## config.mk

```make
export PLATFORM = sky130hd
export DESIGN_NAME = rv_fetch_bus_resp
export DESIGN_NICKNAME = d
export VERILOG_FILES = /design/src/rtl/rv_fetch_bus_resp.sv
export SDC_FILE = /design/constraint.sdc
export NUM_CORES = 1
export LEC_CHECK = 0
export ABC_AREA = 0
export CORE_MARGIN = 2
export CORE_UTILIZATION = 44
export CTS_BUF_LIST = sky130_fd_sc_hd__clkbuf_4 sky130_fd_sc_hd__clkbuf_8
export DETAILED_ROUTE_END_ITERATION = 8
export PLACE_DENSITY = 0.81
export SYNTH_ARGS = -nofsm -noshare
export SYNTH_HDL_FRONTEND = slang
export SYNTH_SLANG_ARGS = --single-unit
```

## constraint.sdc

```tcl
create_clock -name i_clk -period 1.9 [get_ports i_clk]
set_input_delay 0.285 -clock i_clk [delete_from_list [all_inputs] [get_ports i_clk]]
set_output_delay 0.285 -clock i_clk [all_outputs]
set_load 0.05 [all_outputs]
```

## src/rtl/rv_fetch_bus_resp.sv

```systemverilog
// rv_fetch_bus_resp
// Responder for the instruction-fetch bus. It takes one fetch at a time,
// optionally idles for WAIT_STATES cycles, reads one word from a synchronous
// SRAM and returns it with a single-cycle acknowledge. Misaligned fetches and
// fetches outside the memory window are answered at once with o_err set and
// an all-zero word, which the decoder treats as an illegal instruction.
// A flush drops whatever is in flight; nothing is acknowledged for it.
module rv_fetch_bus_resp #(
    parameter logic [31:0] BASE_ADDR   = 32'h0000_0000,
    parameter int          DEPTH_LOG2  = 12,
    parameter int          WAIT_STATES = 1
) (
    input  logic                  i_clk,
    input  logic                  i_reset_n,
    input  logic                  i_cmd,
    input  logic [31:0]           i_addr,
    input  logic                  i_flush,
    output logic                  o_ack,
    output logic                  o_err,
    output logic [31:0]           o_data,
    output logic                  o_busy,
    output logic                  o_mem_rd,
    output logic [DEPTH_LOG2-1:0] o_mem_addr,
    input  logic [31:0]           i_mem_data
);

    typedef enum logic [2:0] {
        ST_IDLE  = 3'd0,
        ST_WAIT  = 3'd1,
        ST_ISSUE = 3'd2,
        ST_DATA  = 3'd3,
        ST_ACK   = 3'd4
    } state_t;

    // Address bits above the memory window must match the base address.
    localparam logic [31:0] HI_MASK   = ~((32'd1 << (DEPTH_LOG2 + 2)) - 32'd1);
    // The wait counter starts one below WAIT_STATES so that WAIT lasts
    // exactly WAIT_STATES cycles; guarded so WAIT_STATES=0 stays legal.
    localparam int          WAIT_M1   = (WAIT_STATES > 0) ? (WAIT_STATES - 1) : 0;
    localparam logic [3:0]  WAIT_INIT = 4'(WAIT_M1);
    localparam bit          HAS_WAIT  = (WAIT_STATES > 0);

    state_t                state_r;
    logic [3:0]            wait_cnt_r;
    logic [DEPTH_LOG2-1:0] word_addr_r;

    // Misaligned or outside the SRAM window.
    function automatic logic fetch_err(input logic [31:0] addr);
        return (addr[1:0] != 2'b00) || ((addr & HI_MASK) != (BASE_ADDR & HI_MASK));
    endfunction

    // Request sequencing FSM; every output is a register loaded here.
    always_ff @(posedge i_clk or negedge i_reset_n) begin
        if (!i_reset_n) begin
            state_r     <= ST_IDLE;
            wait_cnt_r  <= 4'd0;
            word_addr_r <= '0;
            o_ack       <= 1'b0;
            o_err       <= 1'b0;
            o_data      <= 32'h0000_0000;
            o_busy      <= 1'b0;
            o_mem_rd    <= 1'b0;
            o_mem_addr  <= '0;
        end else begin
            // Strobes are single-cycle unless re-asserted below.
            o_ack    <= 1'b0;
            o_err    <= 1'b0;
            o_mem_rd <= 1'b0;

            case (state_r)
                // IDLE and ACK both accept a new request; a flush blocks it.
                ST_IDLE, ST_ACK: begin
                    if (i_cmd && !i_flush) begin
                        word_addr_r <= i_addr[DEPTH_LOG2+1:2];
                        o_busy      <= 1'b1;
                        if (fetch_err(i_addr)) begin
                            state_r <= ST_ACK;
                            o_ack   <= 1'b1;
                            o_err   <= 1'b1;
                            o_data  <= 32'h0000_0000;
                        end else if (HAS_WAIT) begin
                            state_r    <= ST_WAIT;
                            wait_cnt_r <= WAIT_INIT;
                        end else begin
                            state_r    <= ST_ISSUE;
                            o_mem_rd   <= 1'b1;
                            o_mem_addr <= i_addr[DEPTH_LOG2+1:2];
                        end
                    end else begin
                        state_r <= ST_IDLE;
                        o_busy  <= 1'b0;
                    end
                end

                ST_WAIT: begin
                    if (i_flush) begin
                        state_r <= ST_IDLE;
                        o_busy  <= 1'b0;
                    end else if (wait_cnt_r == 4'd0) begin
                        state_r    <= ST_ISSUE;
                        o_mem_rd   <= 1'b1;
                        o_mem_addr <= word_addr_r;
                    end else begin
                        wait_cnt_r <= wait_cnt_r - 4'd1;
                    end
                end

                // The read strobe is already on the bus this cycle; a flush
                // here only causes the returning word to be ignored.
                ST_ISSUE: begin
                    if (i_flush) begin
                        state_r <= ST_IDLE;
                        o_busy  <= 1'b0;
                    end else begin
                        state_r <= ST_DATA;
                    end
                end

                ST_DATA: begin
                    if (i_flush) begin
                        state_r <= ST_IDLE;
                        o_busy  <= 1'b0;
                    end else begin
                        state_r <= ST_ACK;
                        o_data  <= i_mem_data;
                        o_ack   <= 1'b1;
                    end
                end

                default: begin
                    state_r <= ST_IDLE;
                    o_busy  <= 1'b0;
                end
            endcase
        end
    end

endmodule

```

==> results.md, run 1 <==
* Number of global-route vias before repair at between 2000 and 2500
* Netlist cell types at 32
* Register area share after synthesis at 0.603
* Static leakage at 1.83 nW
* Max Freq at 0.550 GHz
* Clock Sinks at 67
* Starting Density at 0.462
* CTS root buf: clkbuf_8
* Area growth, synth to finish at 54.1%
* Power per cell area at approximately 730 mW/mm2
* RSZ-0062 raised after global routing: no
* Layout Utilization at 0.712
* Max VDD drop at approximately 0.45 mV
* Setup total negative slack at 0 ns
* GPL Wtd Cong at 0.726
* Vias/cell at 5.02
* Routed WL per cell at 14.9 um
* Initial antenna violation count at 0
* Overall routing resource usage at 0.208
* Levels on crit path at 1
* CP Launch Type: register
* PnR worst setup slack at between 0.08 and 0.09 ns
* Die H at 83.5 um
* Final setup fails at 0
* Nature of the critical path endpoint: output pin
* Standard-cell rows at 28
* Synth Register Bits at 67
* Measured slew at the worst slew-check pin at 0.558 ns
* CTS tree: yes
* Worst slew margin at 0.627
* Tmin final at 1.82 ns
* DP HPWL at between 4 and 5 mm
* Largest stage delay, worst path at 0.84 ns
* Die width at between 80 and 90 um
* CP cell instances: clkdlybuf4s50_1
* Tightest Hold Check Type: input port to async pin
* Worst reg2reg endpoint: o_mem_addr[7]$_DFFE_PN0P_
* FF-to-FF path depth at 5
* Syn Nets at 318
* Critical-path maximum fanout at 2
* Worst setup path category: register to output pin
* Layout cells sized above 1 at 0.156
* Period utilization at 0.956
* Data arrival time of the critical path at 1.53 ns
* Core area at 0.00603 mm2
* Slowest cell on crit path: clkdlybuf4s50_1
* ANT nets after route at 0
* Grt total ovfl at 0
* Number of max-slew violations in the final report at 0
* Max Cap Viol at 0
* H-tree depth at 3
* Worst-Skew Late Latency at 0.34 ns
* Max Root-Sink Buffers at 2
* Drc violations at 0
* Iteration-0 DRC Markers at 90
* Post-Synthesis Cells at between 200 and 250
* Largest net degree at the start of global routing at 68
* Final count of hold timing violations at 0
* CTS Buf Count at 9
* Cell Area, Synth at roughly 0.0028 mm2
* Die area at between 0.006 and 0.007 mm2
* Reg2Reg Setup Slack at approximately 0.18 ns
* CP Data Required Time at 1.62 ns
* # IOs at 116
* Setup Fix Bufs, Post-CTS at 0
* Place WS at -0.0384 ns
* CP top delay family: buffers and inverters
* Reg clk slew, reported paths at ~0.08 ns
* Buf/Inv on CP at 1
* Clock skew at roughly 0.017 ns
* Avg Inst Size Synth at about 11 um2
* DRT Pass-1 Iters at 4
* Diode count at 0
* NumNets Final at 441
* First-pass GRT wire length at 11.6 mm
* Status: finished, final reports clean
* RR Startpoint: wait_cnt_r[0]$_DFFE_PN0P_
* Port-buffer cells at 115
* Routed via count at 2270
* Number of synthesis warnings at 0
* Final WL at 6.74 mm
[where the power goes]
group          total, mW  switching (mW)  leakage [nW]  internal (mW)
clock               1.31           0.566         0.110          0.747
sequential          1.51          0.0313         0.895           1.48
combinational      0.301           0.109         0.823          0.192
total               3.12           0.706          1.83           2.42
[how the worst max path moves through the flow]
stage / startpoint / to / slack, ns
after global placement: i_addr[14] / wait_cnt_r[3]$_DFFE_PN0P_ / 0.01
after global routing: o_data[13]$_DFFE_PN0P_ / o_data[13] / 0.01
after floorplan: wait_cnt_r[0]$_DFFE_PN0P_ / o_mem_addr[10]$_DFFE_PN0P_ / 0.24
after CTS: wait_cnt_r[0]$_DFFE_PN0P_ / o_mem_addr[7]$_DFFE_PN0P_ / 0.06
after detailed placement: i_flush / word_addr_r[4]$_DFFE_PN0P_ / -0.04
final: o_data[13]$_DFFE_PN0P_ / o_data[13] / 0.08
[cell usage after synthesis (all sizes together)]
master	count	share of area
mux2	24	0.097
nand2b	3	0.0067
nor3b	2	0.0054
nand2	67	0.091
a21o	1	0.0027
nor2b	1	0.0022
nor4	6	0.013
nor3	3	0.0054
and3	1	0.0022
nand3	3	0.0054
a21oi	4	0.0072
inv	4	0.0054
mux2i	1	0.0036
buf	8	0.022
nor2	5	0.0067
clkbuf	5	0.010
a21boi	1	0.0067
o21ai	32	0.058
o32ai	1	0.0031
ha	1	0.0045
or3b	1	0.0031
and4	1	0.0031
and2b	1	0.0027
nor4b	2	0.017
a31o	3	0.0094
dfrtp	67	0.60
o31ai	1	0.0027
[layout make-up]
type | instances | area [um2]
tap | 75 | 93.8
inverter | 4 | 15.0
timing repair buffer | 125 | 1270
fill | 466 | 1740
clock inverter | 7 | 98.8
multi-input combinational | 165 | 1010
sequential | 67 | 1680
clock buffer | 9 | 124
[through the flow]
| stage | instance area, um2 | hold WS (ns) | std cells | total power, mW |
|---|---|---|---|---|
| 2_1_floorplan | 2780 | -0.0106 | 249 | 1.63 |
| 3_5_place_dp | 4050 | 0.331 | 435 | 1.84 |
| 4_1_cts | 4280 | 0.461 | 452 | 3.16 |
| 5_1_grt | 4290 | 0.474 | 452 | 3.28 |
| 6_report | 4290 | 0.469 | 452 | 3.12 |
| 3_3_place_gp | 4050 | 0.329 | 435 | 1.82 |
[state kept, by name, summed over array words and instances, names as in the netlist]
register	count
state_r	3
o_data	32
o_ack	1
o_busy	1
o_mem_addr	12
o_mem_rd	1
o_err	1
word_addr_r	12
wait_cnt_r	4
[per-layer routing]
metal,global-route usage,wire length [um],vias up
li1,-,-,1093
met1,0.266,2940,1086
met2,0.325,3250,77
met3,0.0781,423,14
met4,0.0762,127,0
met5,0,0,-
[cell families (layout without fill, tap and decap cells)]
logic type | count (synthesis) | in the layout | share of synthesized area
AND/OR/NAND/NOR | 96 | 96 | 0.165
adder cells (fa/ha/maj) | 1 | 1 | 0.00450
AO/OA/AOI/OAI | 43 | 43 | 0.0895
flip-flops | 67 | 67 | 0.603
buffers and inverters | 17 | 145 | 0.0378
multiplexers | 25 | 25 | 0.101
[cell usage in the layout, fill, tap and decap left out, drive strengths merged, types with 4 or more instances in the layout]
| master | netlist | layout |
|---|---|---|
| clkdlybuf4s50 | 0 | 114 |
| dfrtp | 67 | 67 |
| nand2 | 67 | 67 |
| o21ai | 32 | 32 |
| mux2 | 24 | 24 |
| buf | 8 | 10 |
| clkbuf | 5 | 9 |
| nor4 | 6 | 6 |
| inv | 4 | 6 |
| nor2 | 5 | 5 |
| a21oi | 4 | 4 |
[what timing repair did]
| item | in CTS | in global routing |
|---|---|---|
| gates resized for setup | 0 | 1 |
| setup endpoints to repair | 0 | 12 |
| endpoints found under the hold margin | 67 | 0 |
| hold buffers | 1 | 0 |
No activity file was read; power rests on OpenSTA's default activity.
==> run 2: changes to the inputs <==
==> constraint.sdc (replaced) <==
create_clock -name i_clk -period 2 [get_ports i_clk]
set_input_delay 0.3 -clock i_clk [delete_from_list [all_inputs] [get_ports i_clk]]
set_output_delay 0.3 -clock i_clk [all_outputs]
set_load 0.05 [all_outputs]
==> results.md, run 2 (synthesis results as in run 1) <==
* Area growth, synth to finish at 54.9%
* Grt total ovfl at 0
* Final setup fails at 0
* Hold WS at 0.502 ns
* Die H at 83.5 um
* Data arrival time of the critical path at approximately 1.5 ns
* Clock group share of total power at 0.469
* First-pass GRT wire length at 11.1 mm
* Layout cells sized above 1 at 0.152
* Diode count at 0
* Sequential Power Share at 0.444
* Internal power at 2.55 mW
* Largest Register: o_data
* RSZ-0062 raised after global routing: no
* Largest register FFs at 32
* Net switching power figure at 0.675 mW
* Slowest cell on crit path: clkdlybuf4s50_1
* Worst slew margin at 0.625
* Worst setup path category: register to output pin
* Final WL at between 6 and 7 mm
* Critical-path maximum fanout at 2
* Static leakage at about 1.8 nW
* Max Cap Viol at 0
* Die area at 0.00698 mm2
* Clock skew at a little over 0.009 ns
* Core area at 0.00603 mm2
* CP Data Required Time at between 1.5 and 2 ns
* Overall Power at 3.23 mW
* CTS tree: yes
* Most common cell after layout, fill and taps aside: clkdlybuf4s50_1
* Buf/Inv on CP at 1
* Drc violations at 0
* Most frequent cells in the layout: clkdlybuf4s50_1, dfrtp_1, nand2_1, o21ai_0, mux2_2
* Standard-cell rows at 28
* Post_cts resized at 0
* Number of max-slew violations in the final report at 0
* NumNets Final at 440
* H-tree depth at 3
* Period utilization at 0.917
* DP HPWL at 4.61 mm
* Max Freq at 0.545 GHz
* Vias/cell at 4.94
* Reg clk slew, reported paths at about 0.080 ns
* ANT nets after route at 0
* Initial antenna violation count at 0
* CTS Buf Count at 9
* Sw Ratio at 0.209
* Combinational power share at 0.088
* Worst-Skew Late Latency at 0.34 ns
* Tightest Hold Check Type: input port to async pin
* Measured slew at the worst slew-check pin at 0.560 ns
* Largest stage delay, worst path at roughly 0.85 ns
* CP top delay family: buffers and inverters
* Starting Density at 0.462
* # IOs at 116
* Max Root-Sink Buffers at 2
* Clock Sinks at 67
* Status: finished, final reports clean
* CP Launch Type: register
* GPL Wtd Cong at 0.721
* Setup total negative slack at 0 ns
* Die width at 83.5 um
* Tmin final at 1.83 ns
* DRT Pass-1 Iters at 4
* Power per cell area at around 750 mW/mm2
* Regs by FF count: o_data (32), o_mem_addr (12), word_addr_r (12)
* Number of global-route vias before repair at 2331
* Routed WL per cell at 14.7 um
* Port-buffer cells at 115
* Iteration-0 DRC Markers at 75
* Max VDD drop at 0.405 mV
* Final count of hold timing violations at 0
* CTS root buf: clkbuf_8
* Routed via count at around 2200
* Nature of the critical path endpoint: output pin
* Overall routing resource usage at 0.199
* Largest net degree at the start of global routing at a little under 70
* CP cell instances: clkdlybuf4s50_1
* Fillers at 447
-- run 2: per-stage QoR --
step	cells	setup WS (ns)	instance area (um2)	util
after CTS	451	0.155	4310	0.715
after detailed placement	434	0.0224	4030	0.669
after floorplan	249	0.340	2780	-
after global placement	434	0.0779	4030	0.669
final	451	0.166	4310	0.715
after global routing	451	0.0911	4310	0.715
-- run 2: power by group through the flow --
stage / logic [mW] / clock network (mW) / registers (mW)
2_1_floorplan: 0.0881 / 0 / 1.46
3_3_place_gp: 0.278 / 0 / 1.45
4_1_cts: 0.288 / 1.54 / 1.43
5_1_grt: 0.310 / 1.61 / 1.44
6_report: 0.283 / 1.51 / 1.43
3_5_place_dp: 0.285 / 0 / 1.46
-- run 2: final cells by class --
type                       instances  area (um2)  area share
inverter                           4        15.0     0.00348
tap                               75        93.8      0.0218
multi-input combinational        165        1000       0.232
clock buffer                       9         124      0.0287
timing repair buffer             124        1250       0.291
sequential                        67        1680       0.389
clock inverter                     7         146      0.0340
-- run 2: worst paths after layout --
check | from | to | slack (ns) | cells after the start
worst min-delay path | i_reset_n | o_mem_addr[0]$_DFFE_PN0P_ | 0.50 | 3
worst max register to register | wait_cnt_r[0]$_DFFE_PN0P_ | o_mem_addr[7]$_DFFE_PN0P_ | 0.18 | 5
max in group asynchronous | i_reset_n | wait_cnt_r[0]$_DFFE_PN0P_ | 1.20 | 3
min in group i_clk | i_mem_data[18] | o_data[18]$_DFFE_PN0P_ | 0.50 | 3
worst min register to register | o_mem_addr[11]$_DFFE_PN0P_ | o_mem_addr[11]$_DFFE_PN0P_ | 0.50 | 1
worst max-delay path | o_data[8]$_DFFE_PN0P_ | o_data[8] | 0.17 | 1
-- run 2: worst min-delay path: stages --
cell,delay (ns)
dlygate4sd3_1,0.52
buf_2,0.12
buf_12,0.30
-- run 2: what timing repair did --
item / in CTS / in global routing
setup buffers: 0 / 0
hold buffers: 1 / 0
hold endpoints to repair: 67 / 0
-- run 2: layer usage --
layer  wire [um]  GRT usage
met1        2890      0.259
met2        3210      0.313
met3         384     0.0623
met4         133     0.0806
met5           0          0
==> run 3: changes to the inputs <==
--- a/config.mk
+++ b/config.mk
@@ -10,6 +10,7 @@
 export CORE_UTILIZATION = 44
 export CTS_BUF_LIST = sky130_fd_sc_hd__clkbuf_4 sky130_fd_sc_hd__clkbuf_8
 export DETAILED_ROUTE_END_ITERATION = 8
+export GPL_ROUTABILITY_DRIVEN = 0
 export PLACE_DENSITY = 0.81
 export SYNTH_ARGS = -nofsm -noshare
 export SYNTH_HDL_FRONTEND = slang
==> results of run 3 <==
No change in the layout: final DEF, timing and power equal those of run 2.
==> RTL edit, RTL diff (config.mk and constraints of run 2) <==
`DEPTH_LOG2`: 12 -> 11.
--- a/src/rtl/rv_fetch_bus_resp.sv
+++ b/src/rtl/rv_fetch_bus_resp.sv
@@ -7,7 +7,7 @@
 // A flush drops whatever is in flight; nothing is acknowledged for it.
 module rv_fetch_bus_resp #(
     parameter logic [31:0] BASE_ADDR   = 32'h0000_0000,
-    parameter int          DEPTH_LOG2  = 12,
+    parameter int          DEPTH_LOG2  = 11,
     parameter int          WAIT_STATES = 1
 ) (
     input  logic                  i_clk,
Ports: changed (resized o_mem_addr); port bits go from 116 to 115. No check against the original RTL was run, so the function may have changed too.
==> RTL edit against run 2 <==
- sequential cell count down 2
- via count hardly changed
- fmax increased by 1.1%
- worst hold slack better by 3.9 ps
- routed wire length is 1.8% higher
- area after synthesis shrank 2.1%
- worst setup slack improved by 21 ps
- power shrank 7.8%
- final area is 2.0% lower
- register-to-register slack improved by 20 ps
- highest routed layer unchanged
==> RTL edit: results <==
metrics = {
    "run_status": {
        "status": "finished clean",
    },
    "finish": {
        "drive_gt1_frac": 0.142,
        "nets": 436,
        "top_regs": "o_data (32), o_mem_addr (11), word_addr_r (11)",
        "fill_cells": 455,
    },
    "logic_synthesis": {
        "synth_area_leaders": "dfrtp_1 60%, nand2_1 9.1%, mux2_2 5.4%",
        "ys_warn_count": 0,
        "synth_nets": 315,
        "synth_cell_types": 35,
        "synth_ff_type": "dfrtp_1",
        "synth_top_cells_by_count": "66 x nand2_1, 65 x dfrtp_1, 29 x o21ai_1",
        "ys_seq_area_frac": 0.597,
        "avgSynthCellArea_um2": 11.1,
    },
    "job": {
        "max_cap_viol_count": 0,
    },
    "clock_tree": {
        "htreeDepth": 3,
        "path_clk_slew_ps": 70,
        "clk_latency_ps": 320,
        "cts_buffer_depth": 2,
        "cts_hold_buf": 1,
        "cts_setup_buffers": 0,
    },
    "setup_path": {
        "cp_top_family": "buffers and inverters",
        "startpoint": "o_data[27]$_DFFE_PN0P_",
        "slowest_delay_ps": 820,
        "r2r_slack_ps": 200,
        "worstReg2RegEnd": "o_mem_addr[5]$_DFFE_PN0P_",
        "cp.arrival_ps": 1510,
        "crit_end": "o_data[27]",
        "reg2reg_depth": 5,
    },
    "routing": {
        "wire_per_inst_um": 15.1,
        "vias": 2229,
        "vias_per_cell": 4.99,
        "initialDrtViolationCount": 90,
    },
    "placement": {
        "post-dp-hpwl_mm": 4.92,
        "numPlacedInstances": 430,
        "globalplace.congestion": 0.793,
        "io_buffers": 114,
    },
    "timing": {
        "tightestPinTransition_ps": 587,
        "fin_skew_ps": 6.26,
    },
    "power": {
        "leakage_nw": 1.85,
        "vdd_drop_max_mv": 0.439,
    },
    "grt": {
        "grt_pass1_wl_mm": 10.7,
        "grt_pass1_vias": 2275,
        "grt_max_degree": 36,
        "grt_use_total": 0.207,
    },
    "min_path": {
        "hold_path_class": "reg -> reg",
    },
}
[RTL edit: kinds of logic (layout without fill, tap and decap cells)]
family / Yosys count / after routing / share of synthesized area
buffers and inverters: 15 / 141 / 0.0308
flip-flops: 65 / 65 / 0.597
multiplexers: 22 / 22 / 0.103
AO/OA/AOI/OAI: 45 / 45 / 0.0914
adder cells (fa/ha/maj): 1 / 1 / 0.00459
AND/OR/NAND/NOR: 98 / 98 / 0.173
[RTL edit: metrics by stage]
step / util / area (um2) / hold slack, ps / worst slack, ps
after global placement: 0.669 / 3980 / 325 / 209
after CTS: 0.709 / 4220 / 496 / 171
after detailed placement: 0.669 / 3980 / 333 / 169
final: 0.709 / 4220 / 506 / 186
after floorplan: - / 2720 / 4.41 / 405
after global routing: 0.709 / 4220 / 498 / 61.6
[RTL edit: area by class of cell]
| type | instances | share of cell area |
|---|---|---|
| Tap cell | 75 | 0.0222 |
| Inverter | 3 | 0.00267 |
| Clock inverter | 5 | 0.0184 |
| Sequential cell | 65 | 0.385 |
| Multi-Input combinational cell | 166 | 0.240 |
| Timing Repair Buffer | 122 | 0.296 |
| Clock buffer | 11 | 0.0359 |
[RTL edit: power breakdown]
part	switching, mW	internal [mW]
clock network	0.477	0.766
logic	0.130	0.199
registers	0.0346	1.37
[RTL edit: routing by layer]
layer | routed length [um] | part of all wire | GRT usage
met5 | 0 | 0 | 0
met4 | 69 | 0.010 | 0.0672
met3 | 395 | 0.059 | 0.0446
met2 | 3390 | 0.50 | 0.360
met1 | 2880 | 0.43 | 0.255
